`src/rtl/cpu_pkg.sv`:
```
// Shared datapath widths, ALU opcodes and the ID/EX control bundle.
package cpu_pkg;

    localparam int XLEN = 32;
    localparam int RAW  = 5;

    localparam logic [3:0] ALU_ADD = 4'b0000;
    localparam logic [3:0] ALU_SUB = 4'b0100;
    localparam logic [3:0] ALU_AND = 4'b0001;
    localparam logic [3:0] ALU_OR  = 4'b0101;
    localparam logic [3:0] ALU_XOR = 4'b0010;
    localparam logic [3:0] ALU_LUI = 4'b0110;
    localparam logic [3:0] ALU_SLL = 4'b0011;
    localparam logic [3:0] ALU_SRL = 4'b0111;
    localparam logic [3:0] ALU_SRA = 4'b1111;

    typedef struct packed {
        logic           valid;
        logic           reg_write;
        logic           mem_read;
        logic           mem_write;
        logic [RAW-1:0] rd;
        logic [3:0]     alu_ctrl;
        logic           use_imm;
    } id_ex_ctrl_t;

    // All-zero bundle: invalid, no side effects, ALU op ADD.
    localparam id_ex_ctrl_t CTRL_BUBBLE = '0;

    function automatic logic is_shift(input logic [3:0] op);
        return (op == ALU_SLL) || (op == ALU_SRL) || (op == ALU_SRA);
    endfunction

endpackage

```
`src/rtl/fwd_mux.sv`:
```
// Per-operand forwarding select: EX/MEM first, then MEM/WB, else register file.
module fwd_mux
    import cpu_pkg::*;
(
    input  logic [RAW-1:0]  rs,
    input  logic [XLEN-1:0] regdata,
    input  logic [RAW-1:0]  exm_rd,
    input  logic            exm_reg_write,
    input  logic [XLEN-1:0] exm_result,
    input  logic [RAW-1:0]  mwb_rd,
    input  logic            mwb_reg_write,
    input  logic [XLEN-1:0] mwb_result,
    output logic [XLEN-1:0] fwd
);

    logic exm_hit;
    logic mwb_hit;

    assign exm_hit = exm_reg_write && (exm_rd != '0) && (exm_rd == rs);
    assign mwb_hit = mwb_reg_write && (mwb_rd != '0) && (mwb_rd == rs);

    always_comb begin
        fwd = regdata;
        if (exm_hit)
            fwd = exm_result;
        else if (mwb_hit)
            fwd = mwb_result;
    end

endmodule

```
`src/rtl/id_ex_stage.sv`:
```
// ID/EX pipeline register with operand forwarding, ALU operand placement
// and load-use bubble insertion.
module id_ex_stage
    import cpu_pkg::*;
(
    input  logic            clk,
    input  logic            rst,
    input  logic            id_valid,
    input  logic [RAW-1:0]  id_rs1,
    input  logic [RAW-1:0]  id_rs2,
    input  logic [RAW-1:0]  id_rd,
    input  logic [XLEN-1:0] id_rs1_data,
    input  logic [XLEN-1:0] id_rs2_data,
    input  logic [XLEN-1:0] id_imm,
    input  logic [3:0]      id_alu_ctrl,
    input  logic            id_use_imm,
    input  logic            id_reg_write,
    input  logic            id_mem_read,
    input  logic            id_mem_write,
    input  logic            stall,
    input  logic            flush,
    input  logic [RAW-1:0]  exm_rd,
    input  logic            exm_reg_write,
    input  logic [XLEN-1:0] exm_result,
    input  logic [RAW-1:0]  mwb_rd,
    input  logic            mwb_reg_write,
    input  logic [XLEN-1:0] mwb_result,
    output logic [XLEN-1:0] alu_a,
    output logic [XLEN-1:0] alu_b,
    output logic [3:0]      alu_ctrl,
    output logic            ex_valid,
    output logic            ex_reg_write,
    output logic            ex_mem_read,
    output logic            ex_mem_write,
    output logic [RAW-1:0]  ex_rd,
    output logic [XLEN-1:0] ex_store_data,
    output logic            load_use_hazard
);

    id_ex_ctrl_t     ctrl_q;
    id_ex_ctrl_t     id_ctrl;
    logic [RAW-1:0]  rs1_q;
    logic [RAW-1:0]  rs2_q;
    logic [XLEN-1:0] rs1_data_q;
    logic [XLEN-1:0] rs2_data_q;
    logic [XLEN-1:0] imm_q;
    logic [XLEN-1:0] fwd_rs1;
    logic [XLEN-1:0] fwd_rs2;

    assign load_use_hazard = ctrl_q.valid && ctrl_q.mem_read && (ctrl_q.rd != '0) &&
                             id_valid && ((id_rs1 == ctrl_q.rd) || (id_rs2 == ctrl_q.rd));

    // Side-effecting control bits only survive for a real instruction.
    always_comb begin
        id_ctrl           = CTRL_BUBBLE;
        id_ctrl.valid     = id_valid;
        id_ctrl.reg_write = id_valid && id_reg_write;
        id_ctrl.mem_read  = id_valid && id_mem_read;
        id_ctrl.mem_write = id_valid && id_mem_write;
        id_ctrl.rd        = id_rd;
        id_ctrl.alu_ctrl  = id_alu_ctrl;
        id_ctrl.use_imm   = id_use_imm;
    end

    // Bubbles still take in the data fields; only control is cleared.
    always_ff @(posedge clk or posedge rst) begin
        if (rst) begin
            ctrl_q     <= CTRL_BUBBLE;
            rs1_q      <= '0;
            rs2_q      <= '0;
            rs1_data_q <= '0;
            rs2_data_q <= '0;
            imm_q      <= '0;
        end else if (flush || !stall) begin
            ctrl_q     <= (flush || load_use_hazard) ? CTRL_BUBBLE : id_ctrl;
            rs1_q      <= id_rs1;
            rs2_q      <= id_rs2;
            rs1_data_q <= id_rs1_data;
            rs2_data_q <= id_rs2_data;
            imm_q      <= id_imm;
        end
    end

    fwd_mux u_fwd_rs1 (
        .rs            (rs1_q),
        .regdata       (rs1_data_q),
        .exm_rd        (exm_rd),
        .exm_reg_write (exm_reg_write),
        .exm_result    (exm_result),
        .mwb_rd        (mwb_rd),
        .mwb_reg_write (mwb_reg_write),
        .mwb_result    (mwb_result),
        .fwd           (fwd_rs1)
    );

    fwd_mux u_fwd_rs2 (
        .rs            (rs2_q),
        .regdata       (rs2_data_q),
        .exm_rd        (exm_rd),
        .exm_reg_write (exm_reg_write),
        .exm_result    (exm_result),
        .mwb_rd        (mwb_rd),
        .mwb_reg_write (mwb_reg_write),
        .mwb_result    (mwb_result),
        .fwd           (fwd_rs2)
    );

    // The ALU shifts b by a[4:0], so shifts swap the usual operand roles.
    always_comb begin
        alu_a = fwd_rs1;
        alu_b = ctrl_q.use_imm ? imm_q : fwd_rs2;
        if (is_shift(ctrl_q.alu_ctrl)) begin
            alu_b = fwd_rs1;
            alu_a = ctrl_q.use_imm ? {{(XLEN-5){1'b0}}, imm_q[4:0]} : fwd_rs2;
        end else if (ctrl_q.alu_ctrl == ALU_LUI) begin
            alu_b = imm_q;
        end
    end

    assign alu_ctrl      = ctrl_q.alu_ctrl;
    assign ex_valid      = ctrl_q.valid;
    assign ex_reg_write  = ctrl_q.reg_write;
    assign ex_mem_read   = ctrl_q.mem_read;
    assign ex_mem_write  = ctrl_q.mem_write;
    assign ex_rd         = ctrl_q.rd;
    assign ex_store_data = fwd_rs2;

endmodule

```
`config.mk`:
```
export PLATFORM = sky130hd
export DESIGN_NAME = id_ex_stage
export DESIGN_NICKNAME = d
export VERILOG_FILES = /design/src/rtl/cpu_pkg.sv /design/src/rtl/fwd_mux.sv /design/src/rtl/id_ex_stage.sv
export SDC_FILE = /design/constraint.sdc
export NUM_CORES = 1
export LEC_CHECK = 0
export CORE_ASPECT_RATIO = 1.4
export CORE_UTILIZATION = 35
export DETAILED_ROUTE_END_ITERATION = 10
export PLACE_DENSITY = 0.66
export SYNTH_ARGS = -nofsm -noshare
export SYNTH_HDL_FRONTEND = slang
export SYNTH_SLANG_ARGS = --single-unit
```
`constraint.sdc`:
```
create_clock -name clk -period 4 [get_ports clk]
set_input_delay 0.4 -clock clk [delete_from_list [all_inputs] [get_ports clk]]
set_output_delay 0.4 -clock clk [all_outputs]
set_load 0.1 [all_outputs]
```
==> results of run 1 <==
[where the power goes]
group	internal [W]	switching [W]
clock network	0.000954	0.000630
logic	0.000944	0.00171
registers	0.00131	0.0000716
total	0.00321	0.00241
[cells by family after synthesis]
family | after synthesis | share of synthesized area [%]
and+or+nand+nor | 525 | 27.9
AOI/OAI and AO/OA | 263 | 25.3
buffers and inverters | 124 | 6.62
DFF | 120 | 37.0
xor gates and xnor gates | 30 | 3.24
[sequential cells by signal, indices dropped and copies added (netlist names)]
register and cells:
ex_reg_write 1, ex_mem_read 1, alu_ctrl 4, ex_valid 1, ex_rd 5, rs1_q 5, imm_q 32, rs2_data_q 32
ex_mem_write 1, rs1_data_q 32, ctrl_q 1, rs2_q 5
[final timing paths]
check,start,to,depth (start not counted),slack [ns]
setup / recovery,exm_rd[2],alu_b[3],8,0.41
max in group asynchronous,rst,rs2_data_q[22],3,2.65
hold reg to reg,imm_q[19],imm_q[19],2,0.47
setup reg to reg,ex_rd[4],ex_reg_write,6,2.29
min in group asynchronous,rst,rs2_data_q[0],2,0.50
hold / removal,imm_q[19],imm_q[19],2,0.47
[metrics by stage]
stage / hold WS (ns) / utilization [%]
floorplan: 0.439 / -
global placement: 0.450 / 55.3
detailed placement: 0.455 / 55.3
CTS: 0.468 / 58.0
global route: 0.485 / 58.1
finish: 0.466 / 58.1
[worst max-delay path: stages]
cell             delay, ns
clkdlybuf4s50_1       0.48
or4_4                 0.59
o211ai_4              0.18
buf_4                 0.44
nor3_1                0.16
a311o_1               0.34
a2bb2oi_1             0.36
buf_12                0.24
[cells in the mapped netlist (4+ instances only)]
library cell	n
nand2_1	374
a2bb2oi_1	10
o22a_1	27
a31oi_1	64
a311o_1	10
clkbuf_1	76
dfrtp_1	120
buf_4	9
nor3_1	67
nor2_1	4
a311oi_1	27
xnor2_1	20
buf_2	18
nand4_1	66
a21oi_1	11
o31ai_1	64
a22o_1	38
buf_1	16
xor2_1	10
[metal layers]
| metal | wire length [µm] | share of wire, % | GRT usage (%) |
|---|---|---|---|
| met4 | 1800 | 5.0 | 17.8 |
| met2 | 18500 | 51 | 52.7 |
| met3 | 2820 | 7.8 | 7.56 |
| met1 | 13000 | 36 | 33.4 |
| met5 | 0 | 0 | 0 |
[cells in the final DEF, fill, tap and decap left out, drive strengths merged, types with 3 or more instances in the layout]
cell             n
a21oi           11
a22o            38
a2bb2oi         10
a311o           10
a311oi          27
a31oi           64
a32o             3
buf            126
clkbuf          19
clkdlybuf4s50  212
clkinv           5
clkinvlp         5
dfrtp          120
diode           10
inv              4
nand2          374
nand3            3
nand4           66
nor2             4
nor3            67
o211ai           3
o22a            27
o31ai           64
or2              4
xnor2           20
xor2            10
[final cells by class]
| type | instances | area [µm²] |
|---|---|---|
| fill | 2078 | 9470 |
| clock inverter | 13 | 146 |
| sequential | 120 | 3000 |
| antenna | 10 | 25.0 |
| timing repair buffer | 338 | 4320 |
| multi-input combinational | 818 | 4800 |
| inverter | 3 | 16.3 |
| clock buffer | 19 | 453 |
| tap | 301 | 377 |
==> summary.md, run 1 <==
| Metric | Value |
|---|---|
| Top FF cell, synth | dfrtp_1 |
| Post-DR wirelength/cell | 22.3 µm |
| Initial antenna violation count | 11 |
| Worst-path maximum fanout | 32 |
| Max Slew Vio Count | 0 |
| Asr flop ratio synth | 100% |
| VDD IR-drop max | 0.294 mV |
| Via count | 9505 |
| Fin Setup TNS | 0 ns |
| Final Critical Period | 3.59 ns |
| PortBufs | 309 |
| TritonCTS buffer count | 17 |
| Post-cts resize count | 0 |
| TritonCTS clock tree | yes |
| Slew at the pin closest to its max-slew limit | 1.21 ns |
| Clock Sinks | 120 |
| Sequential fraction of the synthesis area | 37.0% |
| Vias/cell | 5.86 |
| Share of the synthesized area in the top cell type | 37.0% |
| Share of layout cells above drive strength 1 | 15.5% |
| Fin nets | 1498 |
| Netlist cell types | 38 |
| Area leader, netlist | dfrtp_1 |
| CTS root buf | clkbuf_16 |
| Core area | 0.0226 mm² |
| Clk Latency, worst-skew pair | 0.43 ns |
| Final Non-Filler Cells | 1622 |
| Endpoints failing hold | 0 |
| Setup crit end kind | output port |
| Synthesized area per cell | 7.64 µm² |
| Antenna Nets Post-Route | 0 |
| Synth area leaders | dfrtp_1 (37%), nand2_1 (17%), o31ai_1 (5.9%) |
| Crit start category | primary input |
| Achievable clock frequency | 278 MHz |
| GR Util All Layers | 30.5% |
| Final setup fails | 0 |
| CTS HTree Levels | 4 |
| Post-CTS setup repair buffer count | 0 |
| CTS hold repair buffers | 0 |
| Row cnt | 65 |
| DP HPWL | 26.3 mm |
| DR iter-0 viols | 854 |
| First-pass iteration count of the detailed router | 5 |
| Status | completed |
| DP Cell Count | 1580 |
| Reg clk slew, reported paths | 0.06 ns |
| Hold crit path type | reg2reg |
| Longest Clk Path Bufs | 2 |
| Pre-CTS WS | 0.453 ns |
| CP Class | in2out |
| Final Cycle Share | 89.8% |
| Total Wirelength | 36.1 mm |
| Synth Register Bits | 120 |
| First-pass GRT wire length | 54.2 mm |
| Critical Path AT | 3.19 ns |
| Die ar. | 0.0238 mm² |
| Overall power | 0.00562 W |
| Slew headroom | 19.3% |
| Largest net degree at the start of global routing | 107 |
| Initial Util | 35.9% |
| Max-cap violation count | 0 |
| Post-route cell area | 0.0131 mm² |
| Netlist Area Pre-Place | 0.00811 mm² |
| Static Leakage | 5.49 nW |
| Die Ht | 182 µm |
| Horiz. Die Dim | 131 µm |
| Power per cell area | 428 mW/mm² |
| Vias in the first global route | 9333 |
| Syn_nets | 1262 |
| RSZ-0062 raised after global routing | no |
| Worst endpoint required time | 3.60 ns |
| Routability cong. | 0.898 |
| DRC Markers | 0 |
| Post-synth EDFFs | 0 |
| Worst Slack Setup Final | 0.408 ns |
| Placed inst area | 0.0125 mm² |
| Top-Level Pins | 310 |
| Synthesized instance count | 1062 |
| Total congestion overflow | 0 |
| Yosys warnings | 0 |
| Clk_skew | 0.00801 ns |
| Layout area overhead | 61.9% |
Power figures use the tool's default switching activity.
==> inputs of run 2 (changes only) <==
Settings changed: CORE_MARGIN set to 2.
==> summary.md, run 2 (same netlist as run 1, synthesis figures left out) <==
| Metric | Value |
|---|---|
| Horiz. Die Dim | 133 µm (was 131 µm) |
| Final Non-Filler Cells | 1631 (was 1622) |
| Reg power frac | 24.1% (was 24.6%) |
| Hold crit path type | reg2reg (unchanged) |
| Register Area | 0.00300 mm² (unchanged) |
| Via count | 9686 (was 9505) |
| Core area | 0.0227 mm² (was 0.0226 mm²) |
| Worst hold path depth | 2 (unchanged) |
| Most frequent cells in the layout | nand2_1 (374), clkdlybuf4s50_1 (212), dfrtp_1 (120) (unchanged) |
| Share of layout cells above drive strength 1 | 15.7% (was 15.5%) |
| First-pass iteration count of the detailed router | 6 (was 5) |
| Static Leakage | 5.54 nW (was 5.49 nW) |
| CTS root buf | clkbuf_16 (unchanged) |
| Slew headroom | 33.7% (was 19.3%) |
| Initial Util | 35.8% (was 35.9%) |
| Final setup fails | 0 (unchanged) |
| Critical Path AT | 3.14 ns (was 3.19 ns) |
| Post-DR wirelength/cell | 22.9 µm (was 22.3 µm) |
| RSZ-0062 raised after global routing | no (unchanged) |
| Achievable clock frequency | 283 MHz (was 278 MHz) |
| Clk Latency, worst-skew pair | 0.42 ns (was 0.43 ns) |
| Most common cell after layout, fill and taps aside | nand2_1 (unchanged) |
| Die ar. | 0.0244 mm² (was 0.0238 mm²) |
| Final Cycle Share | 88.4% (was 89.8%) |
| Vias in the first global route | 9407 (was 9333) |
| Row cnt | 65 (unchanged) |
| Worst-path maximum fanout | 36 (was 32) |
| Fin nets | 1501 (was 1498) |
| Largest net degree at the start of global routing | 100 (was 107) |
| Top-Level Pins | 310 (unchanged) |
| Area of the multi-input gates | 0.00481 mm² (was 0.00480 mm²) |
| Post-CTS setup repair buffer count | 0 (unchanged) |
| DRC Markers | 0 (unchanged) |
| GR Util All Layers | 30.3% (was 30.5%) |
| Post-cts resize count | 0 (unchanged) |
| Endpoints failing hold | 0 (unchanged) |
| Reg2Reg Depth | 6 (unchanged) |
| Power per cell area | 434 mW/mm² (was 428 mW/mm²) |
| Clock Sinks | 120 (unchanged) |
| TritonCTS clock tree | yes (unchanged) |
| Layout area overhead | 63.1% (was 61.9%) |
| Initial antenna violation count | 15 (was 11) |
| First-pass GRT wire length | 56.3 mm (was 54.2 mm) |
| Longest Clk Path Bufs | 2 (unchanged) |
| P_int | 0.00334 W (was 0.00321 W) |
| Reg clk slew, reported paths | 0.06 ns (about the same) |
| Antenna Nets Post-Route | 0 (unchanged) |
| Status | completed (unchanged) |
| PortBufs | 309 (unchanged) |
| CTS hold repair buffers | 0 (unchanged) |
| Total Wirelength | 37.4 mm (was 36.1 mm) |
| Max Slew Vio Count | 0 (unchanged) |
| CTS HTree Levels | 4 (unchanged) |
| Combinational Power Share | 46.5% (was 47.2%) |
| Die Ht | 184 µm (was 182 µm) |
| Largest registers | imm_q (32), rs1_data_q (32), rs2_data_q (32) (unchanged) |
| Sw Ratio | 41.8% (was 42.9%) |
| Vias/cell | 5.94 (was 5.86) |
| Total congestion overflow | 0 (unchanged) |
| Switching pwr | 0.00240 W (was 0.00241 W) |
| Final Critical Period | 3.54 ns (was 3.59 ns) |
| Routability cong. | 0.898 (about the same) |
| Clk pwr share | 29.5% (was 28.2%) |
| Worst endpoint required time | 3.60 ns (about the same) |
| Clk_skew | 0.00287 ns (was 0.00801 ns) |
| Setup crit end kind | output port (unchanged) |
| Max-cap violation count | 0 (unchanged) |
| Fillers | 2052 (was 2078) |
| DR iter-0 viols | 1134 (was 854) |
| CP Class | in2out (unchanged) |
| Crit start category | primary input (unchanged) |
| Fin Setup TNS | 0 ns (unchanged) |
| VDD IR-drop max | 0.301 mV (was 0.294 mV) |
| Slew at the pin closest to its max-slew limit | 0.991 ns (was 1.21 ns) |
| DP Cell Count | 1583 (was 1580) |
| TritonCTS buffer count | 17 (unchanged) |
| DP HPWL | 26.9 mm (was 26.3 mm) |
==> run 2: metrics by stage <==
| stage | worst slack [ns] | total power (W) | utilization (%) | hold slack [ns] | instance area [µm²] |
|---|---|---|---|---|---|
| global placement | 0.503 | 0.00405 | 55.3 | 0.450 | 12500 |
| detailed placement | 0.496 | 0.00406 | 55.3 | 0.457 | 12500 |
| global route | 0.374 | 0.00592 | 58.3 | 0.483 | 13200 |
| floorplan | 0.163 | 0.00299 | - | 0.439 | 8280 |
| CTS | 0.490 | 0.00576 | 58.1 | 0.470 | 13200 |
| finish | 0.464 | 0.00574 | 58.3 | 0.469 | 13200 |
==> run 2: final timing paths <==
check                         startpoint  slack, ns            end
max                            mwb_rd[3]       0.46       alu_a[0]
min                        rs2_data_q[6]       0.47  rs2_data_q[6]
max reg2reg                     ex_rd[4]       2.28    ex_mem_read
min reg2reg                rs2_data_q[6]       0.47  rs2_data_q[6]
max in group asynchronous            rst       2.65       rs1_q[1]
min in group asynchronous            rst       0.55    alu_ctrl[1]
==> run 2: per-layer routing <==
metal / global-route usage, % / part of all wire [%] / up-vias
met5: 0 / 0.035 / -
met1: 34.2 / 36 / 4682
met4: 14.7 / 4.1 / 2
met2: 53.7 / 52 / 560
li1: - / - / 4365
met3: 6.93 / 8.6 / 77
==> run 2: area by class of cell <==
class / instances / share of cell area [%]
flip-flops and latches: 120 / 22.7
multi-input cells: 818 / 36.3
clock inverters: 13 / 1.47
well taps: 301 / 2.85
inverters: 3 / 0.123
diodes: 16 / 0.303
clock buffers: 19 / 3.42
repair buffers: 341 / 32.8
==> run 2: power by group through the flow <==
stage               clock [W]  combinational, W  sequential, W
finish                0.00169           0.00267        0.00138
global route          0.00177           0.00276        0.00139
CTS                   0.00171           0.00267        0.00138
detailed placement          0           0.00266        0.00140
global placement            0           0.00265        0.00140
floorplan                   0           0.00160        0.00139
==> run 2: critical path, stage by stage <==
cell and delay [ns]:
clkdlybuf4s50_1 0.57, or4_4 0.18, o21a_2 0.54, buf_12 0.29, nand4_1 0.20, a311o_1 0.40, a2bb2oi_1 0.29, buf_12 0.22
